<file path="src/rtl/arbiter_puf_pkg.sv">
// Shared FSM state encoding for the arbiter PUF with temporal majority voting.
package arbiter_puf_pkg;

  localparam int STATE_W = 3;

  typedef enum logic [STATE_W-1:0] {
    IDLE,
    SETTLE,
    RACE,
    ACCUM,
    DONE
  } state_e;

endpackage

</file>
<file path="src/rtl/arbiter_delay_chain.sv">
// Switch chain plus arbiter flop; the race bit is 1 when path0 wins. Real chain output crosses
// into core_clk through a 2-flop synchroniser. SIM_MODEL swaps in a parity-plus-noise model.
module arbiter_delay_chain #(
  parameter int N_STAGES  = 64,
  parameter int SIM_MODEL = 0
) (
  input  logic                clk,
  input  logic                rst_n,
  input  logic                launch,
  input  logic [N_STAGES-1:0] chal,
  input  logic                noise_i,
  output logic                race
);

  if (SIM_MODEL != 0) begin : g_model
    logic unused_sim;
    assign unused_sim = ^{clk, rst_n, launch};
    assign race = (^chal) ^ noise_i;
  end else begin : g_chain
    logic       path0, path1, swap_tmp;
    logic       arb_q;
    logic [1:0] sync_q;
    logic       unused_noise;

    assign unused_noise = noise_i;

    // Each set challenge bit crosses the two paths; stage cells need dont_touch and symmetric placement.
    always_comb begin
      path0    = launch;
      path1    = launch;
      swap_tmp = 1'b0;
      for (int i = 0; i < N_STAGES; i++) begin
        if (chal[i]) begin
          swap_tmp = path0;
          path0    = path1;
          path1    = swap_tmp;
        end
      end
    end

    always_ff @(posedge path1) begin
      arb_q <= path0;
    end

    always_ff @(posedge clk) begin
      if (!rst_n) begin
        sync_q <= 2'b00;
      end else begin
        sync_q <= {sync_q[0], arb_q};
      end
    end

    assign race = sync_q[1];
  end

endmodule

</file>
<file path="src/rtl/arbiter_puf_tmv.sv">
// Arbiter PUF evaluated N_EVAL times per request with majority vote; done pulses
// N_EVAL*(SETTLE_CYC+EVAL_CYC+1)+1 cycles after an accepted start, start ignored while mid-request.
module arbiter_puf_tmv
  import arbiter_puf_pkg::*;
#(
  parameter int  N_STAGES   = 64,
  parameter int  N_EVAL     = 7,
  parameter int  SETTLE_CYC = 4,
  parameter int  EVAL_CYC   = 4,
  parameter int  SIM_MODEL  = 0,
  localparam int CW         = $clog2(N_EVAL + 1)
) (
  input  logic                clk,
  input  logic                rst_n,
  input  logic                start,
  input  logic [N_STAGES-1:0] challenge,
  input  logic                noise_i,
  output logic                busy,
  output logic                done,
  output logic                response,
  output logic [CW-1:0]       ones_cnt,
  output logic                stable
);

  localparam int PH_MAX = (SETTLE_CYC > EVAL_CYC) ? SETTLE_CYC : EVAL_CYC;
  localparam int PW     = (PH_MAX > 1) ? $clog2(PH_MAX) : 1;

  state_e              state_q;
  logic [N_STAGES-1:0] chal_q;
  logic [PW-1:0]       phase_q;
  logic [CW-1:0]       eval_idx_q;
  logic [CW-1:0]       acc_q;
  logic [CW-1:0]       acc_d;
  logic [CW-1:0]       ones_cnt_q;
  logic                launch_q;
  logic                race;
  logic                race_q;
  logic                busy_q;
  logic                done_q;
  logic                response_q;
  logic                stable_q;

  assign acc_d = acc_q + CW'(race_q);

  arbiter_delay_chain #(
    .N_STAGES (N_STAGES),
    .SIM_MODEL(SIM_MODEL)
  ) u_chain (
    .clk    (clk),
    .rst_n  (rst_n),
    .launch (launch_q),
    .chal   (chal_q),
    .noise_i(noise_i),
    .race   (race)
  );

  always_ff @(posedge clk) begin
    if (!rst_n) begin
      state_q    <= IDLE;
      chal_q     <= '0;
      phase_q    <= '0;
      eval_idx_q <= '0;
      acc_q      <= '0;
      launch_q   <= 1'b0;
      race_q     <= 1'b0;
      busy_q     <= 1'b0;
      done_q     <= 1'b0;
      response_q <= 1'b0;
      ones_cnt_q <= '0;
      stable_q   <= 1'b0;
    end else begin
      done_q <= 1'b0;
      unique case (state_q)
        IDLE: begin
          if (start) begin
            chal_q     <= challenge;
            eval_idx_q <= '0;
            acc_q      <= '0;
            phase_q    <= '0;
            busy_q     <= 1'b1;
            state_q    <= SETTLE;
          end
        end
        SETTLE: begin
          if (phase_q == PW'(SETTLE_CYC - 1)) begin
            phase_q  <= '0;
            launch_q <= 1'b1;
            state_q  <= RACE;
          end else begin
            phase_q <= phase_q + PW'(1);
          end
        end
        RACE: begin
          if (phase_q == PW'(EVAL_CYC - 1)) begin
            phase_q  <= '0;
            launch_q <= 1'b0;
            race_q   <= race;
            state_q  <= ACCUM;
          end else begin
            phase_q <= phase_q + PW'(1);
          end
        end
        ACCUM: begin
          acc_q <= acc_d;
          if (eval_idx_q == CW'(N_EVAL - 1)) begin
            state_q <= DONE;
          end else begin
            eval_idx_q <= eval_idx_q + CW'(1);
            state_q    <= SETTLE;
          end
        end
        DONE: begin
          done_q     <= 1'b1;
          ones_cnt_q <= acc_q;
          response_q <= (acc_q > CW'(N_EVAL / 2));
          stable_q   <= (acc_q == '0) || (acc_q == CW'(N_EVAL));
          // A start here chains straight into the next request, so busy never drops.
          if (start) begin
            chal_q     <= challenge;
            eval_idx_q <= '0;
            acc_q      <= '0;
            phase_q    <= '0;
            state_q    <= SETTLE;
          end else begin
            busy_q  <= 1'b0;
            state_q <= IDLE;
          end
        end
        default: state_q <= IDLE;
      endcase
    end
  end

  assign busy     = busy_q;
  assign done     = done_q;
  assign response = response_q;
  assign ones_cnt = ones_cnt_q;
  assign stable   = stable_q;

endmodule

</file>
<file path="config.mk">
export PLATFORM = sky130hd
export DESIGN_NAME = arbiter_puf_tmv
export DESIGN_NICKNAME = d
export VERILOG_FILES = /design/src/rtl/arbiter_puf_pkg.sv /design/src/rtl/arbiter_delay_chain.sv /design/src/rtl/arbiter_puf_tmv.sv
export SDC_FILE = /design/constraint.sdc
export NUM_CORES = 1
export LEC_CHECK = 0
export CORE_AREA = 10 10 76 78
export DETAILED_ROUTE_END_ITERATION = 7
export DIE_AREA = 0 0 86 88
export SLEW_MARGIN = 25
export SYNTH_ARGS = -nofsm -noshare
export SYNTH_HDL_FRONTEND = slang
export SYNTH_SLANG_ARGS = --single-unit
</file>
<file path="constraint.sdc">
create_clock -name clk -period 1.23 [get_ports clk]
set_input_delay 0.1845 -clock clk [delete_from_list [all_inputs] [get_ports clk]]
set_output_delay 0.1845 -clock clk [all_outputs]
set_load 0.05 [all_outputs]
</file>
# Word-level counts from Yosys, hierarchy flattened
# Index checks and enable logic that the tools add are counted.
op_classes:
  add_sub_neg: 3
  magnitude_cmp: 1
  n_eq_ne: 13
  mux: 20
  n_reduce_logical: 16
op_table:
  columns: ["op", "count"]
  rows:
  - ["$mux W3", 6]
  - ["$pmux W3 S5", 1]
  - ["$pmux W3 S2", 2]
  - ["$reduce_and A3 Y1", 4]
  - ["$ne A2 B2 Y1 const B", 5]
  - ["$eq A3 B3 Y1 const B", 3]
  - ["$reduce_bool A2 Y1", 4]
  - ["$eq A3 B2 Y1 const B", 2]
  - ["$logic_not A3 Y1", 2]
  - ["$mux W1", 6]
  - ["$reduce_and A2 Y1", 3]
  - ["$mux W2", 2]
  - ["$pmux W1 S2", 2]
  - ["$pmux W2 S2", 1]
  - ["$reduce_or A2 Y1", 2]
  - ["$add A3 B1 Y3", 1]
  - ["$add A3 B1 Y3 const B", 1]
  - ["$eq A3 B1 Y1 const B", 1]
  - ["$gt A3 B2 Y1 const B", 1]
  - ["$add A2 B1 Y2 const B", 1]
  - ["$eq A2 B2 Y1 const B", 1]
  - ["$ne A2 B1 Y1 const B", 1]
  - ["$logic_or A1 B1 Y1", 1]
word_totals:
  regBits: 23
  inputBits: 68
  output_inout_bits: 7
  wordCells: 66

# Longest topological paths before layout
# Gate-level depths: netlist of run 1.
depth:
  word_depth: 4
  ltp_mapped: 5
  depth_no_buf: 5

# Hierarchy
# Synthesis of run 1 repeated with hierarchy kept, for this count alone.
hier_totals:
  cells_unflattened: 391
  hier_area_um2: 3452.1
modules_own_cells:
  columns: ["mod", "n_inst", "cells_per_inst", "area_each_um2", "seq_area_each_um2"]
  rows:
  - ["arbiter_puf_tmv", 1, 386, 3379.5, 1681.6]
  - ["arbiter_delay_chain", 1, 5, 72.6, 60.1]

==> impl_metrics.yaml, run 1 <==
sta:
  setup_viol: 5
  unclocked_pins: 1
  post-route-period-util_pct: 105
  finalHoldViolations: 0
  min_period_ps: 1290
  slew_headroom_pct: 82.3
  worst_slew_pin_slew_ps: 262
  rsz0062_at_grt: "true"
  setup_ws_ps: -58.9
  max_freq_ghz: 0.776
  unconstrained_endpoints: 1
  slew_violations: 0
  skew_ps: 2.47
worst_setup_path:
  critPathKind: "flop to flop"
  cp.arrival_ps: 1480
  crit_path_end_kind: "flop"
  reg2reg_depth: 3
  start_kind: "flop"
  required_ps: 1420
  cp_max_fo: 8
  r2r_slack_ps: -60
logic_synthesis:
  yosysMostFrequentCell: "dfxtp_1"
  yosys.area.top_type: "dfxtp_1"
  ys.flop_type: "dfxtp_1"
  syn-num-nets: 182
  synth_edf_count: 0
  yosysTopAreaCellShare_pct: 43.9
  syn_area_per_cell_um2: 9.63
  synth.distinct_cells: 34
  ys_seq_area_share_pct: 43.9
  synth-seq-cells: 23
  syn_inst: 109
  netlist_area_mm2: 0.00105
  synth_common_cells: "23 x dfxtp_1, 8 x nand2_1, 6 x mux2i_1, 6 x nor2_1, 6 x o21ai_0"
  async_reset_ff_share_pct: 0
  synth_area_leaders: "dfxtp_1 44%, ha_1 6.0%, mux2i_1 5.7%"
  yosysWarnings: 0
cts:
  hold_buffers: 0
  cts_buffers: 3
  post-cts-setup-buffers: 0
  clk_latency_ps: 270
  cts_tree: "yes"
  cts_max_level: 1
  clockBufferDepth: 2
  cts_root_buffer: "clkbuf_8"
  clk_pin_slew_ps: 80
outcome:
  outcome: "finished with violations"
  violations: "setup timing"
placement:
  post-place-ws_ps: -204
  placed_area_mm2: 0.00138
  gp_congestion: 0.812
  hpwlAfterDp_mm: 1.58
  portBuffers: 9
  placedCellCount: 181
power:
  clkPwrFrac_pct: 44.1
  swShare_pct: 20.9
  comb_power_share_pct: 8.0
  irDropWorstVdd_mv: 0.677
  p_sw_w: 0.000322
  seq_power_share_pct: 47.9
  cellPowerDensity_mw_per_mm2: 1050
  power.internal_w: 0.00122
  p_leak_nw: 0.572
finish:
  finish.instance_area_mm2: 0.00147
  fin_cells: 185
  fin_util_pct: 34.2
  fillers: 424
  antenna_cells: 0
  areaGrowthSynthToFinish_pct: 39.8
  nNetsFinal: 207
  drive_above_1_share_pct: 31.6
routing:
  ant_nets: 0
  first_iter_violations: 18
  routed_wl_mm: 2.18
  post_drt_via_cell_ratio: 4.51
  vias: 835
  routedWlPerCell_um: 11.8
  first_pass_iters: 4
  drc: 0
worst_hold_path:
  whs_path_depth: 1
  worstHoldPathType: "flop to flop"
die:
  ios: 75
  initial_core_util_pct: 24.4
  dieArea_mm2: 0.00757
  floorplan.rows: 24
  core-area_mm2: 0.00429
  die_w_um: 86
  die_y_um: 88
grt:
  antenna_found_initial: 0
  grt_max_degree: 18
  grtUsageTotal_pct: 5.97
  grt_pass1_vias: 854
  grt_pass1_wl_mm: 3.70
  grt-ovfl-total: 0
run:
  max-cap-violations: 0
repair_timing:
| item | CTS | global route |
|---|---|---|
| endpoints found under the setup margin | 8 | 11 |
| pin swaps | 0 | 2 |
| gates resized for setup | 5 | 1 |
power by group through the flow:
| stage | clock [W] | combinational, W | sequential [W] |
|---|---|---|---|
| 5_1_grt | 0.000723 | 0.000135 | 0.000742 |
| 6_report | 0.000680 | 0.000124 | 0.000740 |
| 3_5_place_dp | 0 | 0.000124 | 0.000757 |
| 4_1_cts | 0.000699 | 0.000125 | 0.000740 |
| 2_1_floorplan | 0 | 0.0000565 | 0.000765 |
| 3_3_place_gp | 0 | 0.000120 | 0.000756 |
routing by layer:
layer / track usage [%] / share of wire, % / up-vias
met2: 10.0 / 49 / 12
met1: 6.48 / 45 / 388
met4: 3.14 / 2.3 / 0
li1: - / - / 429
met5: 0 / 0 / -
met3: 2.14 / 3.5 / 6
through the flow:
step	total power (W)	hold WS [ps]	setup TNS [ps]
floorplan	0.000822	358	-39.6
global placement	0.000876	410	-1130
detailed placement	0.000881	421	-1210
CTS	0.00156	429	-148
global route	0.00160	450	-761
finish	0.00154	429	-131
registers in the layout (all words and copies together), names as in the netlist:
| register | count |
|---|---|
| done | 1 |
| acc_q | 3 |
| launch_q | 1 |
| u_chain.g_chain.sync_q | 2 |
| state_q | 3 |
| phase_q | 2 |
| u_chain.g_chain.arb_q | 1 |
| busy | 1 |
| response | 1 |
| stable | 1 |
| race_q | 1 |
| eval_idx_q | 3 |
| ones_cnt | 3 |
worst paths after layout:
kind / startpoint / endpoint
min: u_chain.g_chain.sync_q[0] / u_chain.g_chain.sync_q[1]
min reg2reg: u_chain.g_chain.sync_q[0] / u_chain.g_chain.sync_q[1]
max reg2reg: state_q[0] / phase_q[0]
max: state_q[0] / phase_q[0]
worst max-delay path, cell delays in order, from the launching register on:
cell and delay (ps):
dfxtp_2 450, xnor2_1 120, or4b_1 490, o22ai_1 170
cell usage in the layout, fill, tap and decap left out, drive strengths merged, types with 5 or more instances in the layout:
cell type	n
inv	5
o21ai	6
mux2i	6
ha	5
dfxtp	23
nand2	8
nor2b	5
nor2	6
buf	24
cell type report:
class / instances / area (um^2) / area share, %
timing repair buffer: 26 / 292 / 19.9
tap: 52 / 65.1 / 4.43
clock buffer: 3 / 41.3 / 2.81
inverter: 5 / 18.8 / 1.28
multi-input combinational: 75 / 556 / 37.9
sequential: 23 / 465 / 31.7
clock inverter: 1 / 30.0 / 2.05
cell families after synthesis:
| logic type | Yosys count | synth area share (%) |
|---|---|---|
| AO/OA/AOI/OAI | 21 | 12.8 |
| XOR/XNOR | 2 | 1.67 |
| adder cells (fa/ha/maj) | 5 | 5.96 |
| buffers and inverters | 11 | 5.36 |
| flip-flops | 23 | 43.9 |
| multiplexers | 6 | 5.72 |
| AND/OR/NAND/NOR | 41 | 24.7 |
Power figures use the tool's default switching activity.
==> run 2, diff against run 1 <==
--- a/config.mk
+++ b/config.mk
@@ -8,7 +8,7 @@
 export CORE_AREA = 10 10 76 78
 export DETAILED_ROUTE_END_ITERATION = 7
 export DIE_AREA = 0 0 86 88
-export SLEW_MARGIN = 25
+export SLEW_MARGIN = 0
 export SYNTH_ARGS = -nofsm -noshare
 export SYNTH_HDL_FRONTEND = slang
 export SYNTH_SLANG_ARGS = --single-unit
==> constraint.sdc (replaced) <==
create_clock -name clk -period 1.05 [get_ports clk]
set_input_delay 0.1575 -clock clk [delete_from_list [all_inputs] [get_ports clk]]
set_output_delay 0.1575 -clock clk [all_outputs]
set_load 0.05 [all_outputs]
==> run 2 against run 1 <==
The flow still finishes with violations (setup timing); die area stayed put; core utilization is 4.2 points higher; sequential power is 17% higher; first-iteration DRC count is 44% higher; worst setup slack worse by 180 ps; total power is 19% higher; non-clock buffer count is 9 higher; clock power is 16% higher; hold slack better by 16 ps; global-route usage is 0.19 points higher; largest cell class unchanged; highest routed layer unchanged.
==> impl_metrics.yaml, run 2 (synthesized netlist as in run 1, its figures left out) <==
die:
  floorplan.rows: 24
  die_y_um: 88
  die_w_um: 86
  core-area_mm2: 0.00429
  initial_core_util_pct: 24.4
  ios: 75
  dieArea_mm2: 0.00757
routing:
  vias: 857
  first_pass_iters: 4
  routed_wl_mm: 2.31
  drc: 0
  routedWlPerCell_um: 11.9
  first_iter_violations: 26
  post_drt_via_cell_ratio: 4.42
  ant_nets: 0
worst_setup_path:
  cpLargestDelayFamily: "simple AND/OR/NAND/NOR gates"
  required_ps: 1220
  crit_cells: 5
  reg2reg_depth: 5
  path_buf_inv: 1
  critPathKind: "flop to flop"
  worst_path_largest_cell_delay_ps: 460
  r2r_slack_ps: -240
  start_kind: "flop"
  cp_max_fo: 3
  r2r-start: "eval_idx_q[0]"
  cp.arrival_ps: 1470
  worst_path_max_delay_cell: "or4_1"
  crit_path_end_kind: "flop"
  cp_cell_sequence: "inv_2, ha_4, and2_4, or4_1, o31ai_1"
  r2r_end: "eval_idx_q[1]"
worst_hold_path:
  hold_end: "u_chain.g_chain.sync_q[1]"
  holdCritStartpoint: "u_chain.g_chain.sync_q[0]"
  whs_path_depth: 1
  worstHoldPathType: "flop to flop"
sta:
  min_period_ps: 1290
  slew_headroom_pct: 84.3
  worst_slew_pin_slew_ps: 233
  setup_viol: 13
  skew_ps: 3.64
  finalHoldViolations: 0
  unclocked_pins: 1
  rsz0062_at_grt: "true"
  max_freq_ghz: 0.774
  hold_ws_ps: 445
  slew_violations: 0
  unconstrained_endpoints: 1
  setup_ws_ps: -242
  post-route-period-util_pct: 123
grt:
  grt_max_degree: 14
  grt_pass1_wl_mm: 3.80
  grt_use_met3_pct: 1.67
  grt-ovfl-total: 0
  use_met1_pct: 6.18
  grtUsageTotal_pct: 6.16
  grt_use_met2_pct: 11.4
  antenna_found_initial: 0
  top_usage_layer: "met2"
  grt_pass1_vias: 878
placement:
  post-place-ws_ps: -349
  hpwlAfterDp_mm: 1.60
  portBuffers: 9
  gp_congestion: 0.778
cts:
  cts_root_buffer: "clkbuf_8"
  cts_tree: "yes"
  cts_buffers: 3
  clk_pin_slew_ps: 80
  clk_latency_ps: 260
  cts_max_level: 1
  clockBufferDepth: 2
power:
  p_leak_nw: 0.630
  cellPowerDensity_mw_per_mm2: 1110
  irDropWorstVdd_mv: 0.596
finish:
  nNetsFinal: 216
  final_cell_mix: "20 x buf_4, 14 x dfxtp_1, 8 x nand2_1, 8 x buf_12"
  antenna_cells: 0
  final_common_cell: "buf_4"
  areaGrowthSynthToFinish_pct: 56.9
  drive_above_1_share_pct: 44.4
run:
  max-cap-violations: 0
outcome:
  outcome: "finished with violations"
  violations: "setup timing"
run 2: changes by cell type in the layout (fill, tap and decap cells not counted), moves of 2 or more:
| cell | change |
|---|---|
| dfxtp_2 | +2 |
| buf_6 | +4 |
| ha_1 | -2 |
| ha_4 | +3 |
| buf_4 | +4 |
| o21ai_0 | -2 |
| dfxtp_4 | +3 |
| dfxtp_1 | -5 |
run 2: per-layer routing:
layer,wire (um),vias to the layer above
met5,0,-
met4,72,0
met3,65,7
li1,-,446
met1,967,391
met2,1210,13
run 2: worst max-delay path by stage:
stage / start / end
2_1_floorplan: eval_idx_q[0] / eval_idx_q[1]
5_1_grt: eval_idx_q[1] / eval_idx_q[1]
3_3_place_gp: rst_n / phase_q[0]
4_1_cts: eval_idx_q[0] / eval_idx_q[1]
3_5_place_dp: rst_n / phase_q[0]
6_report: eval_idx_q[0] / eval_idx_q[1]
run 2: final cells by class:
type / count / area (um^2)
fillers: 413 / 2650
multi-input cells: 75 / 626
flip-flops and latches: 23 / 479
repair buffers: 35 / 387
well taps: 52 / 65.1
clock buffers: 3 / 41.3
clock inverters: 1 / 30.0
inverters: 5 / 18.8
run 2: report_power, final:
group / total (W) / switching, W / internal [W] / leakage, nW
Combinational: 0.000174 / 0.0000789 / 0.0000953 / 0.404
Sequential: 0.000869 / 0.0000239 / 0.000845 / 0.191
Clock: 0.000792 / 0.000282 / 0.000509 / 0.0357
Total: 0.00183 / 0.000385 / 0.00145 / 0.630
run 2: repair_timing:
action                                  4_1_cts  5_1_grt
resized for setup                            18        4
hold buffers                                  0        0
endpoints found under the setup margin       17       17
pin swaps                                     4        3
hold endpoints to repair                      0        0
buffers inserted                              4        1
run 2: per-stage QoR:
stage | cells | util (%) | cell area, um^2 | setup TNS (ps) | power (W)
global route | 194 | 38.3 | 1650 | -2680 | 0.00191
finish | 194 | 38.3 | 1650 | -1730 | 0.00183
detailed placement | 185 | 33.4 | 1440 | -3540 | 0.00104
floorplan | 109 | - | 1100 | -970 | 0.000967
CTS | 193 | 37.5 | 1610 | -1660 | 0.00184
global placement | 185 | 33.4 | 1440 | -2940 | 0.00103
